==> config.mk <==
export PLATFORM = sky130hd
export DESIGN_NAME = ingredient_doser
export DESIGN_NICKNAME = d
export VERILOG_FILES = /design/src/rtl/doser_pkg.sv /design/src/rtl/dose_counter.sv /design/src/rtl/ingredient_doser.sv
export SDC_FILE = /design/constraint.sdc
export NUM_CORES = 1
export LEC_CHECK = 0
export CORE_ASPECT_RATIO = 0.9
export CORE_MARGIN = 4
export CORE_UTILIZATION = 35
export CTS_CLUSTER_SIZE = 12
export DETAILED_ROUTE_END_ITERATION = 10
export GPL_TIMING_DRIVEN = 1
export PLACE_DENSITY_LB_ADDON = 0.08
export SYNTH_ARGS = -nofsm -noshare
export SYNTH_HDL_FRONTEND = slang
export SYNTH_SLANG_ARGS = --single-unit
==> constraint.sdc <==
create_clock -name clock -period 3.85 [get_ports clock]
set_clock_uncertainty 0.05 [all_clocks]
set_input_delay 0.5775 -clock clock [delete_from_list [all_inputs] [get_ports clock]]
set_output_delay 0.5775 -clock clock [all_outputs]
set_load 0.1 [all_outputs]
==> src/rtl/doser_pkg.sv <==
// doser_pkg: shared state/ingredient types, default dose lengths and
// small decode helpers for ingredient_doser and its dose_counter.
package doser_pkg;

    // Controller states.
    typedef enum logic [2:0] {
        IDLE  = 3'd0,
        DOSE  = 3'd1,
        DONE  = 3'd2,
        HOLD  = 3'd3,
        FAULT = 3'd4
    } state_t;

    // Ingredient index; also the bit position of the matching valve.
    typedef enum logic [2:0] {
        WATER  = 3'd0,
        COFFEE = 3'd1,
        SUGAR  = 3'd2,
        MILK   = 3'd3,
        CHOC   = 3'd4
    } ingredient_t;

    // Five ingredient requests plus the 'finished' request.
    localparam int NUM_INGR = 5;
    localparam int NUM_REQ  = 6;

    // Default counter width and dose lengths (in ticks).
    localparam int DEF_CW          = 8;
    localparam int DEF_DOSE_WATER  = 200;
    localparam int DEF_DOSE_COFFEE = 50;
    localparam int DEF_DOSE_SUGAR  = 20;
    localparam int DEF_DOSE_MILK   = 40;
    localparam int DEF_DOSE_CHOC   = 30;

    // Number of asserted request lines; saturation is unnecessary since
    // six lines fit in three bits.
    function automatic logic [2:0] count_ones(input logic [NUM_REQ-1:0] v);
        logic [2:0] n;
        n = 3'd0;
        for (int i = 0; i < NUM_REQ; i++) begin
            n = n + 3'(v[i]);
        end
        return n;
    endfunction

    // Index of the (assumed single) set bit of an ingredient request vector.
    function automatic ingredient_t onehot_to_ingr(input logic [NUM_INGR-1:0] v);
        ingredient_t r;
        r = WATER;
        for (int i = 0; i < NUM_INGR; i++) begin
            if (v[i]) begin
                r = ingredient_t'(3'(i));
            end
        end
        return r;
    endfunction

endpackage

==> src/rtl/dose_counter.sv <==
// dose_counter: loadable down-counter for the dose length. Counts one step
// per tick while 'run' is high and never wraps below zero.
// Build option: DOSER_PRESCALE_EN adds a prescaler so a tick happens only
// once every PRESCALE run cycles; without it every run cycle is a tick.
module dose_counter
    import doser_pkg::*;
#(
    parameter int CW = DEF_CW
`ifdef DOSER_PRESCALE_EN
    ,
    parameter int PRESCALE = 4
`endif
) (
    input  logic          clock,
    input  logic          reset,
    input  logic          load,
    input  logic [CW-1:0] load_value,
    input  logic          run,
    output logic          last_tick,
    output logic          zero
);

    logic [CW-1:0] count_reg;
    logic [CW-1:0] count_next;
    logic          tick;

`ifdef DOSER_PRESCALE_EN
    localparam int            PW      = (PRESCALE > 1) ? $clog2(PRESCALE) : 1;
    localparam logic [PW-1:0] PRE_MAX = PW'(PRESCALE - 1);

    logic [PW-1:0] pre_reg;
    logic [PW-1:0] pre_next;

    // Prescaler restarts on every load so each dose begins a full period.
    always_comb begin
        pre_next = pre_reg;
        if (load) begin
            pre_next = '0;
        end else if (run) begin
            pre_next = (pre_reg == PRE_MAX) ? '0 : pre_reg + PW'(1);
        end
    end

    // Prescaler register with synchronous active-low reset.
    always_ff @(posedge clock) begin
        if (!reset) begin
            pre_reg <= '0;
        end else begin
            pre_reg <= pre_next;
        end
    end

    assign tick = run && (pre_reg == PRE_MAX);
`else
    assign tick = run;
`endif

    // Load has priority; decrements are suppressed at zero.
    always_comb begin
        count_next = count_reg;
        if (load) begin
            count_next = load_value;
        end else if (tick && (count_reg != '0)) begin
            count_next = count_reg - CW'(1);
        end
    end

    // Dose counter register with synchronous active-low reset.
    always_ff @(posedge clock) begin
        if (!reset) begin
            count_reg <= '0;
        end else begin
            count_reg <= count_next;
        end
    end

    assign zero      = (count_reg == '0);
    assign last_tick = tick && (count_reg == CW'(1));

endmodule

==> src/rtl/ingredient_doser.sv <==
// ingredient_doser: opens one ingredient valve for a fixed number of ticks
// per one-hot request, pulses 'result' when the dose completes, and locks
// into a sticky fault on any protocol violation until reset.
// Build option: DOSER_PRESCALE_EN enables the PRESCALE tick divider.
module ingredient_doser
    import doser_pkg::*;
#(
    parameter int            CW          = DEF_CW,
    parameter logic [CW-1:0] DOSE_WATER  = CW'(DEF_DOSE_WATER),
    parameter logic [CW-1:0] DOSE_COFFEE = CW'(DEF_DOSE_COFFEE),
    parameter logic [CW-1:0] DOSE_SUGAR  = CW'(DEF_DOSE_SUGAR),
    parameter logic [CW-1:0] DOSE_MILK   = CW'(DEF_DOSE_MILK),
    parameter logic [CW-1:0] DOSE_CHOC   = CW'(DEF_DOSE_CHOC)
`ifdef DOSER_PRESCALE_EN
    ,
    parameter int            PRESCALE    = 4
`endif
) (
    input  logic       clock,
    input  logic       reset,
    input  logic       water,
    input  logic       coffee,
    input  logic       sugar,
    input  logic       milk,
    input  logic       chocolate,
    input  logic       finished,
    output logic       result,
    output logic [4:0] valve,
    output logic       busy,
    output logic       fault
);

    state_t             state_reg;
    state_t             state_next;
    ingredient_t        idx_reg;
    ingredient_t        idx_next;

    logic [NUM_REQ-1:0] req_vec;
    logic [NUM_REQ-1:0] latched_code;
    logic [2:0]         req_ones;
    ingredient_t        req_idx;
    logic [CW-1:0]      sel_dose;
    logic               code_mismatch;

    logic               cnt_load;
    logic               cnt_run;
    logic               cnt_last;
    logic               cnt_zero;

    // Request vector in valve bit order, 'finished' on top.
    assign req_vec  = {finished, chocolate, milk, sugar, coffee, water};
    assign req_ones = count_ones(req_vec);
    assign req_idx  = onehot_to_ingr(req_vec[NUM_INGR-1:0]);

    // Code the sequencer must keep presenting while the latched ingredient
    // is being dosed or held; 'finished' is never part of it.
    for (genvar gi = 0; gi < NUM_INGR; gi++) begin : g_code
        assign latched_code[gi] = (idx_reg == ingredient_t'(3'(gi)));
    end
    assign latched_code[NUM_REQ-1] = 1'b0;

    assign code_mismatch = (req_vec != latched_code);

    // Dose length of the ingredient currently requested.
    always_comb begin
        sel_dose = DOSE_WATER;
        case (req_idx)
            WATER:   sel_dose = DOSE_WATER;
            COFFEE:  sel_dose = DOSE_COFFEE;
            SUGAR:   sel_dose = DOSE_SUGAR;
            MILK:    sel_dose = DOSE_MILK;
            CHOC:    sel_dose = DOSE_CHOC;
            default: sel_dose = DOSE_WATER;
        endcase
    end

    dose_counter #(
        .CW(CW)
`ifdef DOSER_PRESCALE_EN
        ,
        .PRESCALE(PRESCALE)
`endif
    ) u_counter (
        .clock      (clock),
        .reset      (reset),
        .load       (cnt_load),
        .load_value (sel_dose),
        .run        (cnt_run),
        .last_tick  (cnt_last),
        .zero       (cnt_zero)
    );

    // State and latched ingredient registers, synchronous active-low reset.
    always_ff @(posedge clock) begin
        if (!reset) begin
            state_reg <= IDLE;
            idx_reg   <= WATER;
        end else begin
            state_reg <= state_next;
            idx_reg   <= idx_next;
        end
    end

    // Next-state decode and Moore/Mealy outputs; the valve drops in the same
    // cycle a DOSE-time request change is seen.
    always_comb begin
        state_next = state_reg;
        idx_next   = idx_reg;
        cnt_load   = 1'b0;
        cnt_run    = 1'b0;
        valve      = '0;
        result     = 1'b0;
        busy       = 1'b0;
        fault      = 1'b0;

        case (state_reg)
            IDLE: begin
                if (req_ones >= 3'd2) begin
                    state_next = FAULT;
                end else if ((req_ones == 3'd1) && !finished) begin
                    idx_next   = req_idx;
                    cnt_load   = 1'b1;
                    // A zero-length dose skips the valve entirely.
                    state_next = (sel_dose == '0) ? DONE : DOSE;
                end
            end

            DOSE: begin
                busy = 1'b1;
                if (code_mismatch) begin
                    state_next = FAULT;
                end else begin
                    valve   = latched_code[NUM_INGR-1:0];
                    cnt_run = 1'b1;
                    if (cnt_last || cnt_zero) begin
                        state_next = DONE;
                    end
                end
            end

            DONE: begin
                busy       = 1'b1;
                result     = 1'b1;
                state_next = HOLD;
            end

            HOLD: begin
                busy = 1'b1;
                // Wait for the sequencer to move on so a held request is
                // never dosed twice.
                if (code_mismatch) begin
                    state_next = IDLE;
                end
            end

            FAULT: begin
                fault = 1'b1;
            end

            default: begin
                state_next = IDLE;
            end
        endcase
    end

endmodule

After elaboration in Yosys (flattened, before gate mapping)
Index checks and enable logic that the tools add are counted.
{"block": "word_totals", "reg_bits": 14, "latchBits": 0, "mem_bits_rw": 0, "romBits": 0, "output_inout_bits": 8, "elab_cells": 68, "n_memories": 0}
{"block": "classes", "addsub": 6, "n_mul": 0, "div": 0, "n_lt_le_gt_ge": 1, "eq_ne": 18, "n_shift": 0, "muxes": 24, "bitwise": 2, "reduce_logical": 14}
{"op": "$pmux W8 S4", "n": 1}
{"op": "$mux W3", "n": 8}
{"op": "$eq A3 B2 Y1 const B", "n": 6}
{"op": "$logic_not A8 Y1", "n": 2}
{"op": "$mux W8", "n": 2}
{"op": "$pmux W3 S5", "n": 1}
{"op": "$eq A3 B1 Y1 const B", "n": 4}
{"op": "$mux W5", "n": 2}
{"op": "$add A3 B1 Y3", "n": 3}
{"op": "$eq A3 B3 Y1 const B", "n": 3}
{"op": "$mux W1", "n": 9}
{"op": "$eq A8 B1 Y1 const B", "n": 1}
{"op": "$reduce_bool A8 Y1", "n": 1}
{"op": "$sub A8 B1 Y8 const B", "n": 1}
{"op": "$logic_not A3 Y1", "n": 2}
{"op": "$ne A3 B3 Y1 const B", "n": 2}
{"op": "$ne A6 B5 Y1", "n": 1}
{"op": "$reduce_and A4 Y1", "n": 1}
{"op": "$add A2 B1 Y3", "n": 1}
{"op": "$ge A3 B2 Y1 const B", "n": 1}
{"op": "$logic_and A1 B1 Y1", "n": 3}
{"op": "$reduce_and A3 Y1", "n": 1}
{"op": "$reduce_or A3 Y1", "n": 1}
{"op": "$add A1 B1 Y2", "n": 1}
{"op": "6 further kinds", "n": 7}

Depth between registers and ports, before layout
{"block": "logic_depth", "word_depth": 11, "ltp_mapped": 15, "ltp_nobuf": 13}

Modules after synthesis
A second synthesis with hierarchy kept.
{"block": "unflattened", "hier_cells": 159, "area_unflattened_um2": 1267.5}
{"module": "ingredient_doser", "instances": 1, "cells_per_inst": 99, "area_each_um2": 734.5, "seq_area_each_um2": 120.1}
{"module": "dose_counter", "instances": 1, "cells_per_inst": 60, "area_each_um2": 533.0, "seq_area_each_um2": 160.2}

Worst setup path after synthesis
Ideal clock, no wire load.
{"block": "synth_timing", "path_kind": "input to output", "from": "in sugar", "to": "out valve[0]", "t_arrival_ns": 4.581, "required_ns": 3.222, "slack_ns": -1.359, "cell_stages": 5, "path_buffers": 0, "cell_sequence": "inv_1 > or4_4 > a311oi_4 > nand4_1 > nor4_1"}
{"block": "synth_between", "elab_chain_cells": 3}
{"element": "start: declaration", "line_no": "ingredient_doser.sv:23", "rtl": "input logic sugar,"}
{"element": "$ne A6 B5 Y1", "line_no": "ingredient_doser.sv:62", "rtl": "assign code_mismatch = (req_vec != latched_code);"}
{"element": "$mux W5", "line_no": "ingredient_doser.sv:130", "rtl": "if (code_mismatch) begin"}
{"element": "$mux W5", "line_no": "ingredient_doser.sv:116", "rtl": "case (state_reg)"}
{"element": "end: declaration", "line_no": "ingredient_doser.sv:28", "rtl": "output logic [4:0] valve,"}
No other way between the ends.

Final worst setup path
{"block": "layout_timing", "from": "in milk", "to": "reg idx_reg[1]"}
{"block": "layout_between", "elab_chain_cells": 6}
{"element": "start: declaration", "line_no": "ingredient_doser.sv:24", "rtl": "input logic milk,"}
{"element": "$add A3 B1 Y3 (3 in series)", "line_no": "doser_pkg.sv:41", "rtl": "n = n + 3'(v[i]);"}
{"element": "$ge A3 B2 Y1 / $eq A3 B1 Y1 (equally long branches)", "line_no": "ingredient_doser.sv:118, ingredient_doser.sv:120"}
{"element": "$not A1 Y1 (no source line) / $logic_and A1 B1 Y1 (equally long branches)"}
{"element": "$reduce_and A3 Y1 (no source line)"}
{"element": "end signal: assignment", "line_no": "ingredient_doser.sv:100", "rtl": "idx_reg <= idx_next;"}
{"element": "end: declaration", "line_no": "ingredient_doser.sv:35", "rtl": "ingredient_t idx_reg;"}
Several ways; a longest one is shown, not always the timed one.
A chain may end at the register's enable or synchronous reset.

==> results.sh <==
export IMPL_status="finished clean"
export IMPL_crit_required_ps=4010
export IMPL_largest_register_ff_count=8
export IMPL_nFillCells=300
export IMPL_syn_nets=159
export IMPL_p_int_uw=299
export IMPL_period_share=0.949
export IMPL_via_per_inst=5.34
export IMPL_drive_above_1_share=0.244
export IMPL_powerDensity_mw_per_mm2=324
export IMPL_first_pass_iters=4
export IMPL_crit_top_cell="fa_1"
export IMPL_cts_tree="built"
export IMPL_slew_headroom=0.357
export IMPL_cp_slowest_cell="fa_1"
export IMPL_ant_nets=0
export IMPL_hold_path_class="flip-flop to flip-flop"
export IMPL_design_area_sq_mm=0.00155
export IMPL_start_util=0.369
export IMPL_crit_type="input port to flip-flop"
export IMPL_power_frac_seq=0.363
export IMPL_synth_cell_type_count=44
export IMPL_clk_latency_ps=280
export IMPL_wl_per_cell_um=14.1
export IMPL_yosys_warnings=0
export IMPL_cap_violations=0
export IMPL_netlist_instances=144
export IMPL_critical_path_max_stage_delay_ps=540
export IMPL_ys_seq_area_frac=0.248
export IMPL_antennaDiodeCount=0
export IMPL_gp_congestion=0.835
export IMPL_synth_seq_cells=14
export IMPL_finalSetupViolations=0
export IMPL_async_reset_ff_frac=0
export IMPL_switching_share=0.402
export IMPL_clock_sinks=14
export IMPL_cpLargestDelayFamily="adder cells"
export IMPL_layout_cells_non_filler=214
export IMPL_dieArea_sq_mm=0.00421
export IMPL_cts_reportedPaths_clkPinSlew_ps=80
export IMPL_overflow=0
export IMPL_netlist_area_sq_mm=0.00113
export IMPL_crit_path_end_kind="flip-flop"
export IMPL_use_met3=0.0378
export IMPL_switchingPower_uw=202
export IMPL_num_io_pins=16
export IMPL_fmax_mhz=274
export IMPL_rsz0062_at_grt="false"
export IMPL_timing_final_hold_violations=0
export IMPL_dpl_cell_count=210
export IMPL_yosysTopAreaCellShare=0.248
export IMPL_drt_iter0_drc=45
export IMPL_critPathMaxFanout=5
export IMPL_cts_path_max_buffers=2
export IMPL_rows=19
export IMPL_synth_top_area_cell="dfxtp_1"
export IMPL_synth_edff_count=0
export IMPL_fin_tns_setup_ps=0
export IMPL_cts_root_buf="clkbuf_4"
export IMPL_route_detailed_drc=0
export IMPL_critPathLaunchType="input port"
export IMPL_maxSlewViolCount=0
export IMPL_seq_area_sq_um=280
export IMPL_cts_buffers=3
export IMPL_die_width_um=67.9
export IMPL_grt_pass1_wl_um=4860
export IMPL_synthFlopType="dfxtp_1"
export IMPL_dpl_hpwl_um=2380
export IMPL_holdBufCountCts=0
export IMPL_multi_input_area_sq_um=823
export IMPL_gr_max_usage_layer="met2"
export IMPL_met2_usage=0.260
export IMPL_grt_pass1_vias=1031
export IMPL_die_h_um=61.9
export IMPL_clkPwrFrac=0.165
export IMPL_syn_area_per_cell_sq_um=7.85
export IMPL_critPathBufInv=5
export IMPL_ir_worst_vdd_mv=0.287
export IMPL_coreArea_sq_mm=0.00307
export IMPL_antenna_found_initial=0
export IMPL_crit_chain="dlygate4sd2_1, inv_2, fa_1, fa_1, inv_1, ha_1, inv_1, fa_1, nand4b_1, or4_4, buf_6, or3_1, a21oi_1"
export IMPL_finalNetCount=189
export IMPL_worst_pin_slew_ps=962
export IMPL_synth_area_top_cells="dfxtp_1, nor2_1, fa_1"
export IMPL_post_dp_cell_area_sq_mm=0.00149
export IMPL_routed_wirelength_um=3020
export IMPL_grt_max_degree=13
export IMPL_leakagePower_uw=0.000603
export IMPL_vias=1143
export IMPL_min_period_ps=3650
export IMPL_area_growth_pct=36.8
export IMPL_power_frac_comb=0.472
export IMPL_grt_total_usage=0.155
export IMPL_cts_max_level=1
export IMPL_met1_usage=0.204
export IMPL_io_buffers=15
export IMPL_worst_ep_arrival_time_ps=3820
placed cells by master, fill, tap and decap left out, types with 4 or more instances in the layout:
| master | count |
|---|---|
| nand2_1 | 10 |
| buf_12 | 5 |
| nor3_1 | 10 |
| dfxtp_1 | 14 |
| nor4_1 | 4 |
| ha_1 | 4 |
| buf_4 | 15 |
| o21ai_0 | 5 |
| inv_1 | 10 |
| a21oi_1 | 6 |
| clkdlybuf4s50_1 | 7 |
| nor2_1 | 19 |
metrics by stage:
stage / worst slack (ps) / power [uW] / util / hold slack, ps
final: 195 / 501 / 0.505 / 531
after global routing: 26.7 / 537 / 0.505 / 582
after CTS: 89.5 / 503 / 0.505 / 527
after detailed placement: -447 / 414 / 0.485 / 514
after global placement: -365 / 411 / 0.485 / 496
after floorplan: -612 / 341 / - / 470
layer usage:
| metal | part of all wire | routed length (um) |
|---|---|---|
| met1 | 0.49 | 1490 |
| met2 | 0.47 | 1420 |
| met3 | 0.032 | 97 |
| met4 | 0.0027 | 8 |
| met5 | 0 | 0 |
worst reg2reg max path, stage by stage, from the launching register on:
cell and delay [ps]:
dfxtp_1 540, nand2b_4 120, or4_4 440, a311oi_4 280, buf_4 180, nand3_4 150, o311a_1 370, o21a_1 180
timing repair:
item / 4_1_cts / 5_1_grt
pin swaps: 6 / 1
setup endpoints to repair: 6 / 5
gates resized for setup: 13 / 0
setup buffers: 1 / 0
synthesized netlist by cell type, types with 2 or more instances:
cell / number
nand2_1: 10
fa_1: 3
dfxtp_1: 14
o21a_1: 2
nor3b_1: 2
o211a_1: 2
ha_1: 4
nand4_1: 3
nor2_1: 20
clkbuf_1: 6
a21oi_1: 6
nor3_1: 10
xnor2_1: 3
o21ai_0: 5
o311a_1: 2
or3_1: 2
nand3_1: 3
nor4_1: 7
a31oi_1: 3
inv_1: 13
kinds of logic after synthesis:
group / Yosys count / synth area share
flops: 14 / 0.248
simple gates: 68 / 0.327
xor+xnor: 3 / 0.0232
mux: 2 / 0.0221
buf+inv: 19 / 0.0631
compound gates: 31 / 0.219
fa+ha+maj: 7 / 0.0973
final timing paths:
check / startpoint / endpoint / slack (ps) / cells after the start
hold reg to reg: u_counter.count_reg[3] / u_counter.count_reg[3] / 530 / 2
setup reg to reg: idx_reg[1] / u_counter.count_reg[7] / 1450 / 7
hold / removal: u_counter.count_reg[3] / u_counter.count_reg[3] / 530 / 2
setup / recovery: milk / idx_reg[1] / 200 / 13
power by group through the flow:
stage / Clock (uW) / Sequential (uW) / Combinational (uW)
after floorplan: 0 / 176 / 165
after global placement: 0 / 184 / 227
after detailed placement: 0 / 184 / 230
after CTS: 85.4 / 181 / 236
after global routing: 93.8 / 184 / 259
final: 82.7 / 182 / 237
final cells by class:
class	instances	area share
well taps	42	0.0340
inverters	13	0.0315
repair buffers	31	0.207
multi-input cells	111	0.532
clock buffers	3	0.0146
flip-flops and latches	14	0.181
Power figures use the tool's default switching activity.
